[src/rtl/freg_file_sb_pkg.sv]
// Shared definitions for the FP register file with scoreboard: scrub FSM encodings,
// default geometry and the index range helper.
package freg_file_sb_pkg;

    localparam int FREG_DATA_W_DEF   = 32;
    localparam int FREG_NUM_REGS_DEF = 32;
    localparam int FREG_ADDR_W_DEF   = 5;
    localparam int FREG_NUM_RD_DEF   = 3;
    localparam int FREG_DBG_SEL_W    = 5;

    typedef enum logic {
        FREG_ST_CLEAR = 1'b0,
        FREG_ST_RUN   = 1'b1
    } freg_state_e;

    // The register count need not be a power of two, so every index is range-checked.
    function automatic logic idx_in_range(input logic [31:0] idx, input logic [31:0] nregs);
        return (idx < nregs);
    endfunction

endpackage

[src/rtl/freg_file_sb_if.sv]
// Datapath-side bundle of the FP register file: writeback, reads, issue/flush,
// scoreboard view and the two debug taps.
interface freg_file_sb_if
    import freg_file_sb_pkg::*;
#(
    parameter int DATA_W   = FREG_DATA_W_DEF,
    parameter int NUM_REGS = FREG_NUM_REGS_DEF,
    parameter int ADDR_W   = FREG_ADDR_W_DEF,
    parameter int NUM_RD   = FREG_NUM_RD_DEF
);

    logic                       iRegWrite;
    logic [ADDR_W-1:0]          iWriteRegister;
    logic [DATA_W-1:0]          iWriteData;
    logic [NUM_RD*ADDR_W-1:0]   iReadRegister;
    logic [NUM_RD*DATA_W-1:0]   oReadData;
    logic [NUM_RD-1:0]          oReadBusy;
    logic                       iIssue;
    logic [ADDR_W-1:0]          iIssueRegister;
    logic                       iFlush;
    logic                       oReady;
    logic [NUM_REGS-1:0]        oBusyVec;
    logic [FREG_DBG_SEL_W-1:0]  iVGASelect;
    logic [DATA_W-1:0]          oVGARead;
    logic [FREG_DBG_SEL_W-1:0]  iRegDispSelect;
    logic [DATA_W-1:0]          oRegDisp;

    modport master (
        output iRegWrite, iWriteRegister, iWriteData, iReadRegister,
               iIssue, iIssueRegister, iFlush, iVGASelect, iRegDispSelect,
        input  oReadData, oReadBusy, oReady, oBusyVec, oVGARead, oRegDisp
    );

    modport slave (
        input  iRegWrite, iWriteRegister, iWriteData, iReadRegister,
               iIssue, iIssueRegister, iFlush, iVGASelect, iRegDispSelect,
        output oReadData, oReadBusy, oReady, oBusyVec, oVGARead, oRegDisp
    );

endinterface

[src/rtl/freg_file_sb_scoreboard.sv]
// Pending-result scoreboard: one busy bit per FP register, set by issue, cleared by
// writeback or flush, and looked up for every read port.
module freg_scoreboard
    import freg_file_sb_pkg::*;
#(
    parameter int NUM_REGS = FREG_NUM_REGS_DEF,
    parameter int ADDR_W   = FREG_ADDR_W_DEF,
    parameter int NUM_RD   = FREG_NUM_RD_DEF
) (
    input  logic                     clk_i,
    input  logic                     rst_ni,
    input  logic                     run_i,
    input  logic                     issue_i,
    input  logic [ADDR_W-1:0]        issue_idx_i,
    input  logic                     wr_en_i,
    input  logic [ADDR_W-1:0]        wr_idx_i,
    input  logic                     flush_i,
    input  logic [NUM_RD*ADDR_W-1:0] rd_idx_i,
    input  logic [NUM_RD-1:0]        bypass_hit_i,
    output logic [NUM_RD-1:0]        rd_busy_o,
    output logic [NUM_REGS-1:0]      busy_vec_o
);

    logic [NUM_REGS-1:0] busy_q;
    logic [NUM_REGS-1:0] busy_d;
    logic                issue_ok_s;
    logic                wr_ok_s;
    logic [ADDR_W-1:0]   rd_idx_v;

    assign issue_ok_s = issue_i && idx_in_range(32'(issue_idx_i), 32'(NUM_REGS));
    assign wr_ok_s    = wr_en_i && idx_in_range(32'(wr_idx_i), 32'(NUM_REGS));

    // Next busy vector: flush beats everything, issue beats a same-index writeback.
    always_comb begin
        busy_d = busy_q;
        if (!run_i) begin
            busy_d = {NUM_REGS{1'b0}};
        end else if (flush_i) begin
            busy_d = {NUM_REGS{1'b0}};
        end else begin
            for (int i = 0; i < NUM_REGS; i++) begin
                if (issue_ok_s && (issue_idx_i == ADDR_W'(i))) begin
                    busy_d[i] = 1'b1;
                end else if (wr_ok_s && (wr_idx_i == ADDR_W'(i))) begin
                    busy_d[i] = 1'b0;
                end else begin
                    busy_d[i] = busy_q[i];
                end
            end
        end
    end

    // Busy bit lookup per read port; a write-through hit already carries fresh data.
    always_comb begin
        rd_busy_o = {NUM_RD{1'b0}};
        rd_idx_v  = {ADDR_W{1'b0}};
        for (int k = 0; k < NUM_RD; k++) begin
            rd_idx_v = rd_idx_i[k*ADDR_W +: ADDR_W];
            if (run_i && idx_in_range(32'(rd_idx_v), 32'(NUM_REGS)) && !bypass_hit_i[k]) begin
                rd_busy_o[k] = busy_q[rd_idx_v];
            end else begin
                rd_busy_o[k] = 1'b0;
            end
        end
    end

    // Busy state register.
    always_ff @(posedge clk_i or negedge rst_ni) begin
        if (!rst_ni) begin
            busy_q <= {NUM_REGS{1'b0}};
        end else begin
            busy_q <= busy_d;
        end
    end

    assign busy_vec_o = busy_q;

endmodule

[src/rtl/freg_file_sb.sv]
// FP register file with post-reset zero scrub, async read ports, debug taps and an
// issue/writeback scoreboard. Define FREG_BYPASS_EN for same-cycle write-through reads.
module freg_file_sb
    import freg_file_sb_pkg::*;
#(
    parameter int DATA_W   = FREG_DATA_W_DEF,
    parameter int NUM_REGS = FREG_NUM_REGS_DEF,
    parameter int ADDR_W   = FREG_ADDR_W_DEF,
    parameter int NUM_RD   = FREG_NUM_RD_DEF
) (
    input  logic          iCLK,
    input  logic          iRST_N,
    freg_file_sb_if.slave bus
);

    localparam logic [ADDR_W-1:0] LAST_IDX = ADDR_W'(NUM_REGS - 1);

    freg_state_e              state_q;
    freg_state_e              state_d;
    logic [ADDR_W-1:0]        cnt_q;
    logic [ADDR_W-1:0]        cnt_d;
    logic [DATA_W-1:0]        mem_q [NUM_REGS];

    logic                     run_s;
    logic                     wr_ok_s;
    logic [NUM_RD*DATA_W-1:0] rd_data_s;
    logic [NUM_RD-1:0]        bypass_hit_s;
    logic [NUM_RD-1:0]        rd_busy_s;
    logic [NUM_REGS-1:0]      busy_vec_s;
    logic [DATA_W-1:0]        vga_data_s;
    logic [DATA_W-1:0]        disp_data_s;
    logic [ADDR_W-1:0]        rd_idx_v;

    assign run_s   = (state_q == FREG_ST_RUN);
    assign wr_ok_s = run_s && bus.iRegWrite
                     && idx_in_range(32'(bus.iWriteRegister), 32'(NUM_REGS));

    // Scrub sequencer: walk every index once, then stay in RUN until reset.
    always_comb begin
        state_d = state_q;
        cnt_d   = cnt_q;
        case (state_q)
            FREG_ST_CLEAR: begin
                if (cnt_q == LAST_IDX) begin
                    state_d = FREG_ST_RUN;
                    cnt_d   = {ADDR_W{1'b0}};
                end else begin
                    state_d = FREG_ST_CLEAR;
                    cnt_d   = cnt_q + {{(ADDR_W-1){1'b0}}, 1'b1};
                end
            end
            FREG_ST_RUN: begin
                state_d = FREG_ST_RUN;
                cnt_d   = cnt_q;
            end
            default: begin
                state_d = FREG_ST_CLEAR;
                cnt_d   = {ADDR_W{1'b0}};
            end
        endcase
    end

    // Scrub FSM state and counter.
    always_ff @(posedge iCLK or negedge iRST_N) begin
        if (!iRST_N) begin
            state_q <= FREG_ST_CLEAR;
            cnt_q   <= {ADDR_W{1'b0}};
        end else begin
            state_q <= state_d;
            cnt_q   <= cnt_d;
        end
    end

    // Storage array: no reset, zeroed by the scrub instead.
    always_ff @(posedge iCLK) begin
        if (state_q == FREG_ST_CLEAR) begin
            mem_q[cnt_q] <= {DATA_W{1'b0}};
        end else if (wr_ok_s) begin
            mem_q[bus.iWriteRegister] <= bus.iWriteData;
        end
    end

    // Operand read ports with optional write-through.
    always_comb begin
        rd_data_s    = {(NUM_RD*DATA_W){1'b0}};
        bypass_hit_s = {NUM_RD{1'b0}};
        rd_idx_v     = {ADDR_W{1'b0}};
        for (int k = 0; k < NUM_RD; k++) begin
            rd_idx_v = bus.iReadRegister[k*ADDR_W +: ADDR_W];
            if (run_s && idx_in_range(32'(rd_idx_v), 32'(NUM_REGS))) begin
`ifdef FREG_BYPASS_EN
                if (wr_ok_s && (rd_idx_v == bus.iWriteRegister)) begin
                    rd_data_s[k*DATA_W +: DATA_W] = bus.iWriteData;
                    bypass_hit_s[k]               = 1'b1;
                end else begin
                    rd_data_s[k*DATA_W +: DATA_W] = mem_q[rd_idx_v];
                end
`else
                rd_data_s[k*DATA_W +: DATA_W] = mem_q[rd_idx_v];
`endif
            end else begin
                rd_data_s[k*DATA_W +: DATA_W] = {DATA_W{1'b0}};
            end
        end
    end

    // Debug taps follow the same gating and bypass rules as the operand ports.
    always_comb begin
        vga_data_s  = {DATA_W{1'b0}};
        disp_data_s = {DATA_W{1'b0}};
        if (run_s && idx_in_range(32'(bus.iVGASelect), 32'(NUM_REGS))) begin
`ifdef FREG_BYPASS_EN
            if (wr_ok_s && (32'(bus.iVGASelect) == 32'(bus.iWriteRegister))) begin
                vga_data_s = bus.iWriteData;
            end else begin
                vga_data_s = mem_q[bus.iVGASelect];
            end
`else
            vga_data_s = mem_q[bus.iVGASelect];
`endif
        end else begin
            vga_data_s = {DATA_W{1'b0}};
        end
        if (run_s && idx_in_range(32'(bus.iRegDispSelect), 32'(NUM_REGS))) begin
`ifdef FREG_BYPASS_EN
            if (wr_ok_s && (32'(bus.iRegDispSelect) == 32'(bus.iWriteRegister))) begin
                disp_data_s = bus.iWriteData;
            end else begin
                disp_data_s = mem_q[bus.iRegDispSelect];
            end
`else
            disp_data_s = mem_q[bus.iRegDispSelect];
`endif
        end else begin
            disp_data_s = {DATA_W{1'b0}};
        end
    end

    freg_scoreboard #(
        .NUM_REGS (NUM_REGS),
        .ADDR_W   (ADDR_W),
        .NUM_RD   (NUM_RD)
    ) u_scoreboard (
        .clk_i        (iCLK),
        .rst_ni       (iRST_N),
        .run_i        (run_s),
        .issue_i      (bus.iIssue),
        .issue_idx_i  (bus.iIssueRegister),
        .wr_en_i      (bus.iRegWrite),
        .wr_idx_i     (bus.iWriteRegister),
        .flush_i      (bus.iFlush),
        .rd_idx_i     (bus.iReadRegister),
        .bypass_hit_i (bypass_hit_s),
        .rd_busy_o    (rd_busy_s),
        .busy_vec_o   (busy_vec_s)
    );

    assign bus.oReadData = rd_data_s;
    assign bus.oReadBusy = rd_busy_s;
    assign bus.oBusyVec  = busy_vec_s;
    assign bus.oReady    = run_s;
    assign bus.oVGARead  = vga_data_s;
    assign bus.oRegDisp  = disp_data_s;

endmodule

[src/flat_wrapper.sv]
// flat-port wrapper written by rule: the top's interface ports become plain ports
module freg_file_sb_flat import freg_file_sb_pkg::*;
#(
    parameter int DATA_W   = FREG_DATA_W_DEF,
    parameter int NUM_REGS = FREG_NUM_REGS_DEF,
    parameter int ADDR_W   = FREG_ADDR_W_DEF,
    parameter int NUM_RD   = FREG_NUM_RD_DEF
)
  (iCLK, iRST_N, bus_iRegWrite, bus_iWriteRegister, bus_iWriteData, bus_iReadRegister, bus_iIssue, bus_iIssueRegister, bus_iFlush, bus_iVGASelect, bus_iRegDispSelect, bus_oReadData, bus_oReadBusy, bus_oReady, bus_oBusyVec, bus_oVGARead, bus_oRegDisp);
  freg_file_sb_if #(.DATA_W(DATA_W), .NUM_REGS(NUM_REGS), .ADDR_W(ADDR_W), .NUM_RD(NUM_RD)) bus_i ();
  input  logic iCLK;
  input  logic iRST_N;
  input wire logic [$bits(bus_i.iRegWrite)-1:0] bus_iRegWrite;
  input wire logic [$bits(bus_i.iWriteRegister)-1:0] bus_iWriteRegister;
  input wire logic [$bits(bus_i.iWriteData)-1:0] bus_iWriteData;
  input wire logic [$bits(bus_i.iReadRegister)-1:0] bus_iReadRegister;
  input wire logic [$bits(bus_i.iIssue)-1:0] bus_iIssue;
  input wire logic [$bits(bus_i.iIssueRegister)-1:0] bus_iIssueRegister;
  input wire logic [$bits(bus_i.iFlush)-1:0] bus_iFlush;
  input wire logic [$bits(bus_i.iVGASelect)-1:0] bus_iVGASelect;
  input wire logic [$bits(bus_i.iRegDispSelect)-1:0] bus_iRegDispSelect;
  output wire logic [$bits(bus_i.oReadData)-1:0] bus_oReadData;
  output wire logic [$bits(bus_i.oReadBusy)-1:0] bus_oReadBusy;
  output wire logic [$bits(bus_i.oReady)-1:0] bus_oReady;
  output wire logic [$bits(bus_i.oBusyVec)-1:0] bus_oBusyVec;
  output wire logic [$bits(bus_i.oVGARead)-1:0] bus_oVGARead;
  output wire logic [$bits(bus_i.oRegDisp)-1:0] bus_oRegDisp;
  assign bus_i.iRegWrite = bus_iRegWrite;
  assign bus_i.iWriteRegister = bus_iWriteRegister;
  assign bus_i.iWriteData = bus_iWriteData;
  assign bus_i.iReadRegister = bus_iReadRegister;
  assign bus_i.iIssue = bus_iIssue;
  assign bus_i.iIssueRegister = bus_iIssueRegister;
  assign bus_i.iFlush = bus_iFlush;
  assign bus_i.iVGASelect = bus_iVGASelect;
  assign bus_i.iRegDispSelect = bus_iRegDispSelect;
  assign bus_oReadData = bus_i.oReadData;
  assign bus_oReadBusy = bus_i.oReadBusy;
  assign bus_oReady = bus_i.oReady;
  assign bus_oBusyVec = bus_i.oBusyVec;
  assign bus_oVGARead = bus_i.oVGARead;
  assign bus_oRegDisp = bus_i.oRegDisp;
  freg_file_sb #(.DATA_W(DATA_W), .NUM_REGS(NUM_REGS), .ADDR_W(ADDR_W), .NUM_RD(NUM_RD)) u_core (.iCLK(iCLK), .iRST_N(iRST_N), .bus(bus_i));
endmodule
[config.mk]
export PLATFORM = sky130hd
export DESIGN_NAME = freg_file_sb_flat
export DESIGN_NICKNAME = d
export VERILOG_FILES = /design/src/rtl/freg_file_sb_pkg.sv /design/src/rtl/freg_file_sb_if.sv /design/src/rtl/freg_file_sb_scoreboard.sv /design/src/rtl/freg_file_sb.sv /design/src/flat_wrapper.sv
export SDC_FILE = /design/constraint.sdc
export NUM_CORES = 2
export LEC_CHECK = 0
export ABC_CLOCK_PERIOD_IN_PS = 7670
export CELL_PAD_IN_SITES_DETAIL_PLACEMENT = 0
export CELL_PAD_IN_SITES_GLOBAL_PLACEMENT = 1
export CORE_ASPECT_RATIO = 2
export CORE_MARGIN = 8
export CORE_UTILIZATION = 35
export CTS_CLUSTER_DIAMETER = 80
export DETAILED_ROUTE_END_ITERATION = 10
export GPL_TIMING_DRIVEN = 0
export PLACE_DENSITY = 0.54
export SKIP_CTS_REPAIR_TIMING = 1
export SLEW_MARGIN = 20
export SYNTH_ARGS = -nofsm -noshare
export SYNTH_HDL_FRONTEND = slang
export SYNTH_HIERARCHICAL = 1
export SYNTH_SLANG_ARGS = --single-unit
export TNS_END_PERCENT = 1
[constraint.sdc]
create_clock -name iCLK -period 7.67 [get_ports iCLK]
set_input_delay 1.1505 -clock iCLK [delete_from_list [all_inputs] [get_ports iCLK]]
set_output_delay 1.1505 -clock iCLK [all_outputs]
set_load 0.1 [all_outputs]
* Word level (Yosys, flattened, before mapping)
Memory sizes are Yosys's and may differ from the RTL's.
Cells that the tools add are included.
** Cells by class
- Add/subtract/negate cells :: 1
- $lt $le $gt $ge :: 3
- Equality and inequality tests :: 95
- Mux-type cells :: 91
- Bitwise logic cells :: 1
- Reduce and logical (&&, ||, !) cells :: 68
** Operators by type and width (number)
- 32-bit 2-to-1 mux :: 8
- 5-bit equality test, second input constant :: 33
- 4-bit != test, second input constant :: 32
- 5-bit by 4-bit equality test with 1-bit output, second input constant :: 16
- 1-bit 2-to-1 mux :: 76
- 1-bit logical AND :: 65
- 5-bit by 3-bit equality test with 1-bit output, second input constant :: 8
- 32-bit OR reduction :: 1
- 5-bit by 2-bit equality test with 1-bit output, second input constant :: 4
- 5-bit by 6-bit less-than comparator with 1-bit output, second input constant :: 3
- 1-bit binary-select mux with 5-bit select :: 3
- 5-bit 2-to-1 mux :: 3
- 5-bit by 1-bit equality test with 1-bit output, second input constant :: 2
- 5-bit zero test :: 2
- 5-bit by 1-bit adder with 5-bit output, second input constant :: 1
- 1-bit case mux with 2 select lines :: 1
- 1-bit NOT :: 1
** Storage, ports and cells
- Bits in registers :: 38
- Bits in writable memories :: 1024
- Bits of input ports :: 72
- Output and inout port bits :: 196
- Word-level logic and storage cells :: 294
- Memories kept :: 1
** Memories
- u_core.mem_q :: words 32, width 32, rd ports 5, clocked after Yosys merged registers in 0, write ports 1, line freg_file_sb.sv:22 : logic [DATA_W-1:0] mem_q [NUM_REGS];

* Longest topological paths before layout
- Word-level depth :: 6
- Gate-level depth with buffers :: 8
- Mapped depth without buffers :: 6

* Cells and area by module
The synthesis kept the hierarchy.
** By module, submodules not included
- freg_file_sb :: times used 1, cells an instance 4301, area an instance 72472.0 um^2, seq. area each 30899.6 um^2
- freg_scoreboard :: times used 1, cells an instance 245, area an instance 2327.2 um^2, seq. area each 800.8 um^2

* Least setup slack after synthesis
OpenSTA, ideal clock, no wires.
- Kind :: input -> output
- Start :: input port bus_iReadRegister[12]
- End :: output port bus_oReadBusy[2]
- Arrival time :: 4.741 ns
- Data required time :: 6.519 ns
- Setup slack :: 1.778 ns
- Stages :: 5
- Cells stage by stage :: clkbuf_1 mux4_2 a2bb2oi_1 a221oi_2 nor4_1
** Between the ends
- Cells in the longest elaborated chain, start to end :: 3
** Ends and longest elaborated chain
- from (decl) :: line flat_wrapper.sv:16 : input wire logic [$bits(bus_i.iReadRegister)-1:0] bus_iReadRegister;
- 1-bit binary-select mux with 5-bit select :: line freg_file_sb_scoreboard.sv:60 : rd_busy_o[k] = busy_q[rd_idx_v];
- 1-bit 2-to-1 mux (not written as such) :: line freg_file_sb_scoreboard.sv:60
- 1-bit 2-to-1 mux :: line freg_file_sb_scoreboard.sv:59 : if (run_i && idx_in_range(32'(rd_idx_v), 32'(NUM_REGS)) && !bypass_hit_i[k]) begin
- to (decl) :: line flat_wrapper.sv:23 : output wire logic [$bits(bus_i.oReadBusy)-1:0] bus_oReadBusy;
No other way between the ends. The select of a mux whose other input is x is not followed.

* Worst setup path after layout
- Start :: input port bus_iReadRegister[3]
- End :: output port bus_oReadData[20]
** Between the ends
- Cells in the longest elaborated chain, start to end :: 2
** Ends and longest elaborated chain
- memory 32 x 32 bit
- 32-bit 2-to-1 mux :: line freg_file_sb.sv:90 : if (run_s && idx_in_range(32'(rd_idx_v), 32'(NUM_REGS))) begin
- to (decl) :: line flat_wrapper.sv:22 : output wire logic [$bits(bus_i.oReadData)-1:0] bus_oReadData;
No other way between the ends.

==> impl_metrics.json <==
{
  "dp_hpwl_um": 365000,
  "grt_usage_pct": 41.2,
  "wire_per_inst_um": 61.4,
  "hold_slack_ps": 306,
  "ys_types": 44,
  "placedCellCount": 7692,
  "fin_crit_sh_pct": 102,
  "min_period_ps": 7850,
  "worstSetupStartpoint": "bus_iReadRegister[3]",
  "vdd_drop_max_mv": 0.200,
  "instances_no_fill": 7915,
  "rows": 240,
  "drive_above_1_share_pct": 43.9,
  "antenna_found_initial": 39,
  "vias": 62500,
  "critPathLaunchType": "input port",
  "pin_count": 268,
  "power_per_cell_area_nw_per_um2": 182,
  "path_clk_slew_ps": 70,
  "pre_cts_ws_ps": 36.5,
  "power.total_mw": 16.0,
  "mostFrequentLayoutCells": "mux4_2, edfxtp_1, mux2i_1",
  "critPathRequiredTime_ps": 6520,
  "ys_warn_count": 6,
  "htreeDepth": 3,
  "grt.overflow.total": 0,
  "syn_inst": 4546,
  "critPathKind": "in -> out",
  "postLayoutSetupSlackWorst_ps": -179,
  "finClkSkew_ps": 25.9,
  "hp-class": "in -> async",
  "synth_seq_cells": 1062,
  "relSlewSlack_pct": 4.32,
  "cts_num_sinks": 1062,
  "crit_chain": "clkdlybuf4s50_1, clkbuf_1, nor2b_2, clkbuf_1, a22oi_1, a31oi_1, clkdlybuf4s50_1",
  "area_delta_synth_final_pct": 17.1,
  "start_util_pct": 35.1,
  "endpoint_kind": "primary output",
  "rr_startpoint": "u_core/bus.oReady",
  "tritoncts": "yes",
  "avgSynthCellArea_um2": 16.5,
  "ys_seq_area_share_pct": 42.4,
  "p_leak_nw": 29.8,
  "drc": 0,
  "synthTopCellsByArea": "edfxtp_1, mux4_2, mux2_2",
  "final_area_um2": 87600,
  "portBuffers": 247,
  "place_congestion": 1.03,
  "rsz0062_at_grt": "false",
  "grt_pass1_wl_um": 618000,
  "max_stage_delay_ps": 1280,
  "fp.dieW_um": 343,
  "synth_top_area_share_pct": 41.1,
  "crit_family": "buffers and inverters",
  "core_um2": 213000,
  "fin_nets": 5094,
  "placed_area_um2": 84000,
  "dieArea_um2": 230000,
  "max-clock-path-buffers": 3,
  "ant_nets": 0,
  "synth_area_leader_cell": "edfxtp_1",
  "drtPass1Iterations": 6,
  "cp_max_fo": 10,
  "vias_per_cell": 7.89,
  "arrival_ps": 6700,
  "finalSetupTns_ps": -332,
  "final_common_cell": "mux4_2",
  "setup_viol": 5,
  "finalHoldViolCount": 0,
  "violations": "setup timing",
  "grt_pass1_vias": 60800,
  "drt-total-wl_um": 486000,
  "cp_num_buf_inv": 4,
  "status": "complete, but fails checks",
  "post-route-util_pct": 41.1,
  "fmax_ghz": 0.127,
  "cts_root_buf": "clkbuf_16",
  "cts_buffers": 108,
  "netlist_area_um2": 74800,
  "worst_pin_slew_ps": 1440,
  "grt_max_degree": 33,
  "dieHeight_um": 670,
  "maxCapViolCount": 0,
  "slowest_stage": "clkdlybuf4s50_1",
  "finalMaxSlewViolations": 0,
  "drt_iter0_drc": 10600,
  "insertion_delay_ps": 790
}
-- Yosys cell counts, drive strengths merged --
master,n
o221ai,160
a22oi,160
mux2,326
nor2,59
buf,313
mux2i,335
and2,6
a2bb2oi,1
and2b,1
ha,2
a21oi,36
nand3,16
nand4b,2
o2111ai,45
nand2,136
nand2b,15
o21ai,154
a31oi,163
nor3b,4
nand4,2
a41oi,2
nor2b,20
nor3,4
edfxtp,1024
and4,2
or2,7
and3,35
mux4,1141
nand3b,5
a221oi,116
conb,1
clkbuf,209
inv,5
dfrtp,38
nor4,1
-- worst register-to-register path: cells and delay by family (launching register included) --
kind,cells,cell delay (ps)
AOI/OAI and AO/OA,1,450
buffers and inverters,4,1290
DFF,1,670
and+or+nand+nor,3,1420
-- layer usage --
layer / track usage (%) / routed length [um] / vias up
met2: 65.8 / 223000 / 6052
met1: 42.2 / 146000 / 32700
met3: 12.7 / 52900 / 2414
li1: - / - / 21300
met5: 0 / 140 / -
met4: 40.1 / 64100 / 18
-- cell families after synthesis --
logic type / after synthesis / synth area share [%]
other: 1 / 0.00501
buffers and inverters: 527 / 3.79
flip-flops: 1062 / 42.4
adder cells (fa/ha/maj): 2 / 0.0334
AND/OR/NAND/NOR: 315 / 1.98
AO/OA/AOI/OAI: 837 / 8.07
multiplexers: 1802 / 43.7
-- registers in the layout, indices dropped and copies added (netlist names) --
signal and cells:
u_core/bus.oReady 1, u_core/cnt_q 5, u_core/mem_q 1024, u_core/u_scoreboard/busy_vec_o 32
-- where the power goes --
part / internal, mW / leakage, nW / switching [mW]
registers: 6.37 / 11.1 / 0.0102
clock network: 2.99 / 1.66 / 2.62
logic: 1.08 / 17.0 / 2.90
total: 10.4 / 29.8 / 5.52
-- final cells by class --
class | instances | area (um^2)
Fill cell | 19400 | 126000
Buffer | 522 | 2950
Sequential cell | 1062 | 31700
Clock buffer | 137 | 2910
Inverter | 5 | 18.8
Multi-Input combinational cell | 2959 | 40700
Clock inverter | 63 | 599
Timing Repair Buffer | 362 | 5220
Tap cell | 2783 | 3480
Antenna cell | 22 | 55.1
-- final timing paths --
kind | cells after the start | slack (ps) | end
setup / recovery | 7 | -180 | bus_oReadData[20]
hold / removal | 1 | 310 | u_core/u_scoreboard/busy_vec_o[24]
setup reg to reg | 8 | 3500 | u_core/mem_q[15][5]
hold reg to reg | 2 | 610 | u_core/cnt_q[2]
max in group asynchronous | 2 | 6840 | u_core/cnt_q[3]
min in group iCLK | 2 | 610 | u_core/cnt_q[2]
Power figures use the tool's default switching activity.
